<file path="src/rtl/beam_wr_ctrl_if.sv">
// Sample stream into the beam write controller: valid/last/ready handshake
// with one data word per accepted beat.
interface beam_wr_ctrl_if #(
  parameter int DATA_WIDTH = 64
);
  logic                  i_tvalid;
  logic [DATA_WIDTH-1:0] i_tdata;
  logic                  i_tlast;
  logic                  o_tready;

  modport master (output i_tvalid, output i_tdata, output i_tlast, input o_tready);
  modport slave  (input i_tvalid, input i_tdata, input i_tlast, output o_tready);
endinterface

</file>
<file path="src/rtl/beam_wr_ctrl.sv">
// Write-side controller for the beam buffer: normalises each input block to
// BLOCK_LEN words (zero-pad or truncate) and tracks the 4-block group index.
module beam_wr_ctrl #(
  parameter int DATA_WIDTH = 64,
  parameter int ADDR_WIDTH = 6,
  parameter int BLOCK_LEN  = 64,
  parameter int GAP_CYCLES = 2
) (
  input  logic                  i_clk,
  input  logic                  i_rst_n,
  beam_wr_ctrl_if.slave         stream,
  output logic                  o_wr_wen,
  output logic [DATA_WIDTH-1:0] o_wr_data,
  output logic [ADDR_WIDTH-1:0] o_wr_addr,
  output logic                  o_rvalid,
  output logic [1:0]            o_blk_idx,
  output logic                  o_grp_done,
  output logic                  o_err_short,
  output logic                  o_err_long
);

  localparam logic [2:0] IDLE  = 3'd0;
  localparam logic [2:0] WRITE = 3'd1;
  localparam logic [2:0] PAD   = 3'd2;
  localparam logic [2:0] DROP  = 3'd3;
  localparam logic [2:0] GAP   = 3'd4;

  localparam int GAP_W = (GAP_CYCLES > 1) ? $clog2(GAP_CYCLES) : 1;
  localparam logic [ADDR_WIDTH-1:0] LAST_ADDR = ADDR_WIDTH'(BLOCK_LEN - 1);
  localparam logic [GAP_W-1:0]      GAP_END   = GAP_W'(GAP_CYCLES - 1);

  logic [2:0]            state, state_d;
  logic [ADDR_WIDTH-1:0] cnt, cnt_d;
  logic [GAP_W-1:0]      gap_cnt, gap_d;
  logic                  ready, ready_d;
  logic                  accept;
  logic                  wen_d, rvalid_d, short_d, long_d, fall;
  logic [DATA_WIDTH-1:0] data_d;
  logic [ADDR_WIDTH-1:0] addr_d;

  assign stream.o_tready = ready;
  assign accept          = stream.i_tvalid & ready;

  // cnt always holds the next write address; it is 0 in IDLE, so IDLE and
  // WRITE share the beat-write path.
  always_comb begin
    state_d  = state;
    cnt_d    = cnt;
    gap_d    = gap_cnt;
    wen_d    = 1'b0;
    data_d   = '0;
    addr_d   = '0;
    short_d  = 1'b0;
    long_d   = 1'b0;

    case (state)
      IDLE, WRITE: begin
        if (accept) begin
          wen_d  = 1'b1;
          data_d = stream.i_tdata;
          addr_d = cnt;
          if (cnt == LAST_ADDR) begin
            cnt_d = '0;
            if (stream.i_tlast) begin
              state_d = GAP;
            end else begin
              long_d  = 1'b1;
              state_d = DROP;
            end
          end else begin
            cnt_d   = cnt + 1'b1;
            state_d = stream.i_tlast ? PAD : WRITE;
          end
        end
      end
      PAD: begin
        wen_d  = 1'b1;
        addr_d = cnt;
        if (cnt == LAST_ADDR) begin
          short_d = 1'b1;
          cnt_d   = '0;
          state_d = GAP;
        end else begin
          cnt_d = cnt + 1'b1;
        end
      end
      DROP: begin
        if (accept && stream.i_tlast) begin
          state_d = GAP;
        end
      end
      GAP: begin
        if (gap_cnt == GAP_END) begin
          gap_d   = '0;
          state_d = IDLE;
        end else begin
          gap_d = gap_cnt + 1'b1;
        end
      end
      default: begin
        state_d = IDLE;
        cnt_d   = '0;
        gap_d   = '0;
      end
    endcase
  end

  // The envelope covers every write plus bubbles inside WRITE; DROP and GAP
  // are outside it, so it falls the cycle after the block's final write.
  always_comb begin
    rvalid_d = wen_d | (state_d == WRITE) | (state_d == PAD);
    ready_d  = (state_d == IDLE) | (state_d == WRITE) | (state_d == DROP);
    fall     = o_rvalid & ~rvalid_d;
  end

  always_ff @(posedge i_clk or negedge i_rst_n) begin
    if (!i_rst_n) begin
      state       <= IDLE;
      cnt         <= '0;
      gap_cnt     <= '0;
      ready       <= 1'b0;
      o_wr_wen    <= 1'b0;
      o_wr_data   <= '0;
      o_wr_addr   <= '0;
      o_rvalid    <= 1'b0;
      o_blk_idx   <= 2'd0;
      o_grp_done  <= 1'b0;
      o_err_short <= 1'b0;
      o_err_long  <= 1'b0;
    end else begin
      state       <= state_d;
      cnt         <= cnt_d;
      gap_cnt     <= gap_d;
      ready       <= ready_d;
      o_wr_wen    <= wen_d;
      o_wr_data   <= data_d;
      o_wr_addr   <= addr_d;
      o_rvalid    <= rvalid_d;
      o_err_short <= short_d;
      o_err_long  <= long_d;
      o_grp_done  <= fall & (o_blk_idx == 2'd3);
      if (fall) begin
        o_blk_idx <= o_blk_idx + 2'd1;
      end
    end
  end

endmodule

</file>
<file path="src/flat_wrapper.sv">
// flat-port wrapper written by rule: the top's interface ports become plain ports
module beam_wr_ctrl_flat 
#(
  parameter int DATA_WIDTH = 64,
  parameter int ADDR_WIDTH = 6,
  parameter int BLOCK_LEN  = 64,
  parameter int GAP_CYCLES = 2
)
  (i_clk, i_rst_n, o_wr_wen, o_wr_data, o_wr_addr, o_rvalid, o_blk_idx, o_grp_done, o_err_short, o_err_long, stream_i_tvalid, stream_i_tdata, stream_i_tlast, stream_o_tready);
  beam_wr_ctrl_if #(.DATA_WIDTH(DATA_WIDTH)) stream_i ();
  input  logic i_clk;
  input  logic i_rst_n;
  output logic o_wr_wen;
  output logic [DATA_WIDTH-1:0] o_wr_data;
  output logic [ADDR_WIDTH-1:0] o_wr_addr;
  output logic o_rvalid;
  output logic [1:0] o_blk_idx;
  output logic o_grp_done;
  output logic o_err_short;
  output logic o_err_long;
  input wire logic [$bits(stream_i.i_tvalid)-1:0] stream_i_tvalid;
  input wire logic [$bits(stream_i.i_tdata)-1:0] stream_i_tdata;
  input wire logic [$bits(stream_i.i_tlast)-1:0] stream_i_tlast;
  output wire logic [$bits(stream_i.o_tready)-1:0] stream_o_tready;
  assign stream_i.i_tvalid = stream_i_tvalid;
  assign stream_i.i_tdata = stream_i_tdata;
  assign stream_i.i_tlast = stream_i_tlast;
  assign stream_o_tready = stream_i.o_tready;
  beam_wr_ctrl #(.DATA_WIDTH(DATA_WIDTH), .ADDR_WIDTH(ADDR_WIDTH), .BLOCK_LEN(BLOCK_LEN), .GAP_CYCLES(GAP_CYCLES)) u_core (.i_clk(i_clk), .i_rst_n(i_rst_n), .stream(stream_i), .o_wr_wen(o_wr_wen), .o_wr_data(o_wr_data), .o_wr_addr(o_wr_addr), .o_rvalid(o_rvalid), .o_blk_idx(o_blk_idx), .o_grp_done(o_grp_done), .o_err_short(o_err_short), .o_err_long(o_err_long));
endmodule
</file>
<file path="config.mk">
export PLATFORM = sky130hd
export DESIGN_NAME = beam_wr_ctrl_flat
export DESIGN_NICKNAME = d
export VERILOG_FILES = /design/src/rtl/beam_wr_ctrl_if.sv /design/src/rtl/beam_wr_ctrl.sv /design/src/flat_wrapper.sv
export SDC_FILE = /design/constraint.sdc
export NUM_CORES = 1
export LEC_CHECK = 0
export BUFFER_PORTS_ARGS = -buffer_cell sky130_fd_sc_hd__clkbuf_2
export CORE_UTILIZATION = 42
export CTS_CLUSTER_DIAMETER = 30
export CTS_CLUSTER_SIZE = 16
export DETAILED_ROUTE_END_ITERATION = 12
export GPL_TIMING_DRIVEN = 0
export PLACE_DENSITY = 0.76
export SYNTH_ARGS = -nofsm -noshare
export SYNTH_HDL_FRONTEND = slang
export SYNTH_SLANG_ARGS = --single-unit
</file>
<file path="constraint.sdc">
create_clock -name i_clk -period 2 [get_ports i_clk]
set_clock_uncertainty 0.1 [all_clocks]
set_input_delay 0.1 -clock i_clk [delete_from_list [all_inputs] [get_ports i_clk]]
set_output_delay 0.1 -clock i_clk [all_outputs]
set_load 0.02 [all_outputs]
</file>
==> results of run 1 <==
[synthesized netlist by cell type, types with 2 or more instances]
library cell / number / share of area
dfrtp_1: 88 / 0.69
and2_1: 70 / 0.14
nand2_1: 8 / 0.0094
buf_2: 5 / 0.0078
clkbuf_2: 5 / 0.0078
inv_1: 5 / 0.0058
ha_1: 4 / 0.016
o21ai_0: 4 / 0.0062
nor2_1: 3 / 0.0035
a21oi_1: 2 / 0.0031
a31oi_1: 2 / 0.0039
inv_2: 2 / 0.0023
nand3_1: 2 / 0.0031
nand4_1: 2 / 0.0039
nor2b_1: 2 / 0.0039
o31ai_1: 2 / 0.0047
o32ai_1: 2 / 0.0055
xor2_1: 2 / 0.0055
[repair_timing]
action,4_1_cts,5_1_grt
endpoints found under the hold margin,99,0
gates resized for setup,2,3
setup buffers,7,2
pin swaps,3,4
setup endpoints to repair,4,12
hold buffers,65,0
[registers in the layout, indices dropped and copies added (netlist names)]
name / cells
u_core.o_wr_wen: 1
u_core.o_wr_addr: 6
u_core.o_err_short: 1
u_core.o_grp_done: 1
u_core.stream.o_tready: 1
u_core.o_rvalid: 1
u_core.o_wr_data: 64
u_core.state: 3
u_core.gap_cnt: 1
u_core.o_err_long: 1
u_core.cnt: 6
u_core.o_blk_idx: 2
[cell families (layout without fill, tap and decap cells)]
| logic type | count (synthesis) | count (layout) | share of synthesized area |
|---|---|---|---|
| buffers and inverters | 19 | 255 | 0.0285 |
| flip-flops | 88 | 88 | 0.686 |
| AO/OA/AOI/OAI | 25 | 25 | 0.0639 |
| XOR/XNOR | 3 | 3 | 0.00819 |
| AND/OR/NAND/NOR | 98 | 98 | 0.193 |
| multiplexers | 1 | 1 | 0.00468 |
| adder cells (fa/ha/maj) | 4 | 4 | 0.0156 |
[where the power goes]
part           total [mW]  internal, mW  leakage [nW]  switching [mW]
Sequential           2.34          2.17          1.18           0.171
Combinational        2.10         0.882          1.42            1.22
Clock                1.38         0.720         0.115           0.659
[path summary, 6_finish.rpt]
kind                                        end  slack [ns]  cells after the start
setup / recovery            u_core.o_blk_idx[1]       0.003                      8
hold / removal                  u_core.state[1]        0.12                      4
setup reg to reg            u_core.o_blk_idx[1]       0.003                      8
hold reg to reg             u_core.o_blk_idx[0]        0.41                      1
max in group asynchronous  u_core.o_wr_data[60]        0.99                      3
min in group asynchronous  u_core.o_wr_data[33]        0.19                      2
[through the flow]
| step | area, sq um | setup TNS (ns) | power, mW | utilization |
|---|---|---|---|---|
| 3_3_place_gp | 4070 | -13.07 | 4.24 | 0.556 |
| 5_1_grt | 5060 | -0.0672 | 6.17 | 0.691 |
| 3_5_place_dp | 4100 | -0.255 | 4.31 | 0.560 |
| 4_1_cts | 5040 | -0.00793 | 5.82 | 0.688 |
| 2_1_floorplan | 3220 | 0 | 3.67 | - |
| 6_report | 5060 | 0 | 5.82 | 0.691 |
[critical path, cell delays in order, from the launching register on]
cell and delay [ns]:
dfrtp_1 0.40, ha_2 0.19, and3_4 0.19, nand3_4 0.09, inv_4 0.05, ha_4 0.27, o21ai_4 0.08, o211ai_2 0.21
mux2_4 0.32
[metal layers]
metal	part of all wire	GRT usage	vias to the layer above	wire, microns
li1	-	-	1235	-
met1	0.40	0.229	1251	3100
met2	0.51	0.348	115	4000
met3	0.063	0.0489	19	492
met4	0.023	0.0736	0	180
met5	0	0	-	0
[cell type report]
| class | instances | area share |
|---|---|---|
| flip-flops and latches | 88 | 0.435 |
| repair buffers | 220 | 0.291 |
| multi-input cells | 131 | 0.186 |
| clock buffers | 9 | 0.0245 |
| well taps | 99 | 0.0245 |
| clock inverters | 7 | 0.0198 |
| plain buffers | 12 | 0.0138 |
| inverters | 7 | 0.00568 |
==> impl_metrics.yaml, run 1 <==
status:
  status: "completed"
yosys:
  synth_cell_types: 46
  ys_seq_area_frac: 0.686
  syn_area_per_cell_sq_um: 13.5
  synth_edf_count: 0
  synth_area_sq_um: 3210
  synthFlopType: "dfrtp_1"
  synthCells: 238
  async_flop_share: 1.00
  synth.ff_latch_count: 88
  synth_fp_nets: 310
  yosys_warnings: 0
sta:
  fmax_mhz: 501
  fin_crit_ns: 2.00
  maxSlewViolCount: 0
  setup_ws_ns: 0.00298
  timing.final.hold_violations: 0
  finalCritPeriodShare: 0.999
  holdWs_ns: 0.119
  rsz0062_at_grt: "true"
  setup_viol: 0
  tightest_slew_ns: 0.626
  max_slew_margin: 0.580
cells_and_area:
  areaGrowthSynthToFinish_pct: 57.8
  layout_common_cells: "clkbuf_2 (149), dfrtp_1 (88), and2_1 (70), dlygate4sd3_1 (65)"
  final_common_cell: "clkbuf_2"
  drive_gt1_frac: 0.420
  final_cells: 573
  n_antenna_cell: 0
  register_area_sq_um: 2200
  finalNetCount: 541
  nFillCells: 504
  multiInputGateArea_sq_um: 941
placement:
  place_ws_ns: -0.166
  dp.cells: 483
  dp_hpwl_microns: 4940
  routabilityCongestion: 0.835
  io_buffers: 145
floorplan:
  rows: 31
  die_w_microns: 89.4
  initial_core_util: 0.438
  die_area_sq_um: 8000
  ios: 146
  core_sq_um: 7330
  die_h_microns: 89.4
global_route:
  grt_pass1_wl_microns: 11800
  grt_usage: 0.196
  antenna_found_initial: 0
  grt_pass1_vias: 2618
  grt_max_degree: 54
  overflow: 0
route:
  drt-wirelength-per-cell_microns: 13.6
  drt-pass1-iter-count: 4
  avgViaCountPerCell: 4.57
  routed_wl_microns: 7770
  drt_iter0_drc: 74
  drc_errors: 0
  via_count: 2620
  ant_nets: 0
clock_network:
  cts_inserted_buffers: 9
  root_buffer: "clkbuf_8"
  tritoncts: "built"
  clock_sinks: 88
  cts_max_level: 3
  clk_latency_ns: 0.35
  path_clk_slew_ns: 0.09
  cts_buffer_depth: 2
run:
  maxCapViolCount: 0
pwr:
  ir_drop_uv: 779
  p_leak_nw: 2.71
  power_density_nw_per_um2: 1150
critical_path:
  critPathMaxFanout: 4
  crit_arrival_ns: 2.14
  crit_path_end_kind: "flop"
  critPathLaunch: "u_core.cnt[1]"
  start_kind: "flop"
  worst-setup-path-type: "flop to flop"
  crit_required_ns: 2.14
  timing.rr.start: "u_core.cnt[1]"
hold_path:
  worstHoldStart: "stream_i_tvalid"
  holdCritPathClass: "input pin to flop"
Note: power is estimated with default switching activity, not from simulation.
==> run 2: changes to the inputs <==
PLACE_DENSITY = 0.8   (was 0.76)
==> impl_metrics.yaml, run 2 (same netlist as run 1, synthesis figures left out) <==
status:
  status: "completed"
floorplan:
  initial_core_util: 0.438
  ios: 146
  die_area_sq_um: 8000
  core_sq_um: 7330
  rows: 31
  die_h_microns: 89.4
  die_w_microns: 89.4
critical_path:
  start_kind: "flop"
  worstRegToRegCells: 8
  timing.rr.start: "u_core.cnt[1]"
  critPathMaxFanout: 3
  crit_path_end_kind: "flop"
  crit_arrival_ns: 2.11
  worst-setup-path-type: "flop to flop"
  reg2reg_slack_ns: 0.03
  r2r-end: "u_core.o_blk_idx[1]"
  crit_required_ns: 2.14
cells_and_area:
  final_cells: 574
  final_util: 0.696
  multiInputGateArea_sq_um: 961
  finalNetCount: 542
  layout_common_cells: "clkbuf_2 (149), dfrtp_1 (88), and2_1 (70), dlygate4sd3_1 (65), clkbuf_8 (10)"
  areaGrowthSynthToFinish_pct: 58.9
  n_antenna_cell: 0
  postLayoutCellArea_sq_um: 5100
  regMostFlops: "u_core.o_wr_data"
  final_common_cell: "clkbuf_2"
  register_area_sq_um: 2200
  nFillCells: 528
  reg_top3: "u_core.o_wr_data: 64 flops, u_core.cnt: 6 flops, u_core.o_wr_addr: 6 flops"
  drive_gt1_frac: 0.421
  largest_reg_flops: 64
clock_network:
  clock_sinks: 88
  cts_buffer_depth: 2
  clk_latency_ns: 0.34
  tritoncts: "built"
  cts_inserted_buffers: 9
  root_buffer: "clkbuf_8"
  path_clk_slew_ns: 0.09
  cts_max_level: 3
pwr:
  p_leak_nw: 2.72
  ir_drop_uv: 895
  power_density_nw_per_um2: 1150
sta:
  maxSlewViolCount: 0
  fin_crit_ns: 1.97
  setup_viol: 0
  setup_ws_ns: 0.0289
  tightest_slew_ns: 0.557
  max_slew_margin: 0.627
  timing.final.hold_violations: 0
  finalCritPeriodShare: 0.986
  tns_ns: 0
  rsz0062_at_grt: "true"
  fmax_mhz: 507
placement:
  dp_hpwl_microns: 4840
  dp.cells: 483
  placed_cell_area_sq_um: 4100
  io_buffers: 145
  place_ws_ns: -0.189
  routabilityCongestion: 0.754
global_route:
  grt_usage: 0.195
  grt_pass1_wl_microns: 11500
  grt_max_degree: 56
  overflow: 0
  antenna_found_initial: 0
  grt_pass1_vias: 2550
route:
  routed_wl_microns: 7680
  drt_iter0_drc: 94
  drt-pass1-iter-count: 4
  drc_errors: 0
  avgViaCountPerCell: 4.48
  drt-wirelength-per-cell_microns: 13.4
  via_count: 2571
  ant_nets: 0
hold_path:
  holdCritPathClass: "input pin to flop"
  worstHoldStart: "stream_i_tlast"
  hold_depth: 4
  whs_endpoint: "u_core.o_err_long"
run:
  maxCapViolCount: 0
run 2: cell types whose count changed in the layout (fill, tap and decap cells not counted), sizes merged:
cell	previous run	this run
clkbuf	162	163
inv	11	8
clkinv	1	2
clkinvlp	0	1
buf	14	15
run 2: layer usage:
| metal | track usage | vias up | part of all wire |
|---|---|---|---|
| met2 | 0.375 | 92 | 0.55 |
| met5 | 0 | - | 0 |
| li1 | - | 1239 | - |
| met4 | 0.0750 | 0 | 0.021 |
| met3 | 0.0462 | 15 | 0.058 |
| met1 | 0.204 | 1225 | 0.37 |
run 2: critical path, stage by stage, from the launching register on:
cell and delay, ns:
dfrtp_1 0.41, ha_4 0.17, and3_4 0.18, nand3_4 0.09
inv_4 0.05, ha_4 0.26, o21ai_4 0.06, o211ai_2 0.21
mux2_4 0.32
run 2: metrics by stage:
stage | power (mW) | hold slack (ns)
final | 5.85 | 0.129
after global routing | 6.22 | 0.137
after CTS | 5.86 | 0.0909
after detailed placement | 4.30 | 0.0224
after global placement | 4.23 | 0.206
after floorplan | 3.67 | -0.296
run 2: what timing repair did:
item | CTS | global route
endpoints found under the hold margin | 97 | 0
resized for setup | 3 | 5
buffers inserted | 9 | 1
endpoints found under the setup margin | 4 | 4
pin swaps | 4 | 5
hold buffers | 65 | 0
run 2: final cells by class:
| type | count | area share |
|---|---|---|
| flip-flops and latches | 88 | 0.432 |
| repair buffers | 221 | 0.291 |
| clock inverters | 6 | 0.0177 |
| well taps | 99 | 0.0243 |
| clock buffers | 10 | 0.0270 |
| plain buffers | 12 | 0.0137 |
| multi-input cells | 131 | 0.188 |
| inverters | 7 | 0.00564 |
run 2: worst max-delay path by stage:
stage	start	endpoint	slack, ns	cells past startpoint
final	u_core.cnt[1]	u_core.o_blk_idx[1]	0.03	8
after detailed placement	u_core.cnt[0]	u_core.o_blk_idx[1]	-0.19	8
after CTS	u_core.cnt[0]	u_core.o_blk_idx[1]	-0.008	8
after global placement	i_rst_n	u_core.o_wr_data[12]	-0.13	1
after global routing	u_core.cnt[1]	u_core.o_blk_idx[1]	-0.02	8
after floorplan	u_core.cnt[0]	u_core.o_blk_idx[1]	0.02	8
run 2: where the power goes:
| part | total [mW] | leakage, nW | switching, mW | internal (mW) |
|---|---|---|---|---|
| logic | 2.16 | 1.43 | 1.23 | 0.927 |
| registers | 2.35 | 1.18 | 0.180 | 2.17 |
| clock network | 1.34 | 0.113 | 0.601 | 0.742 |
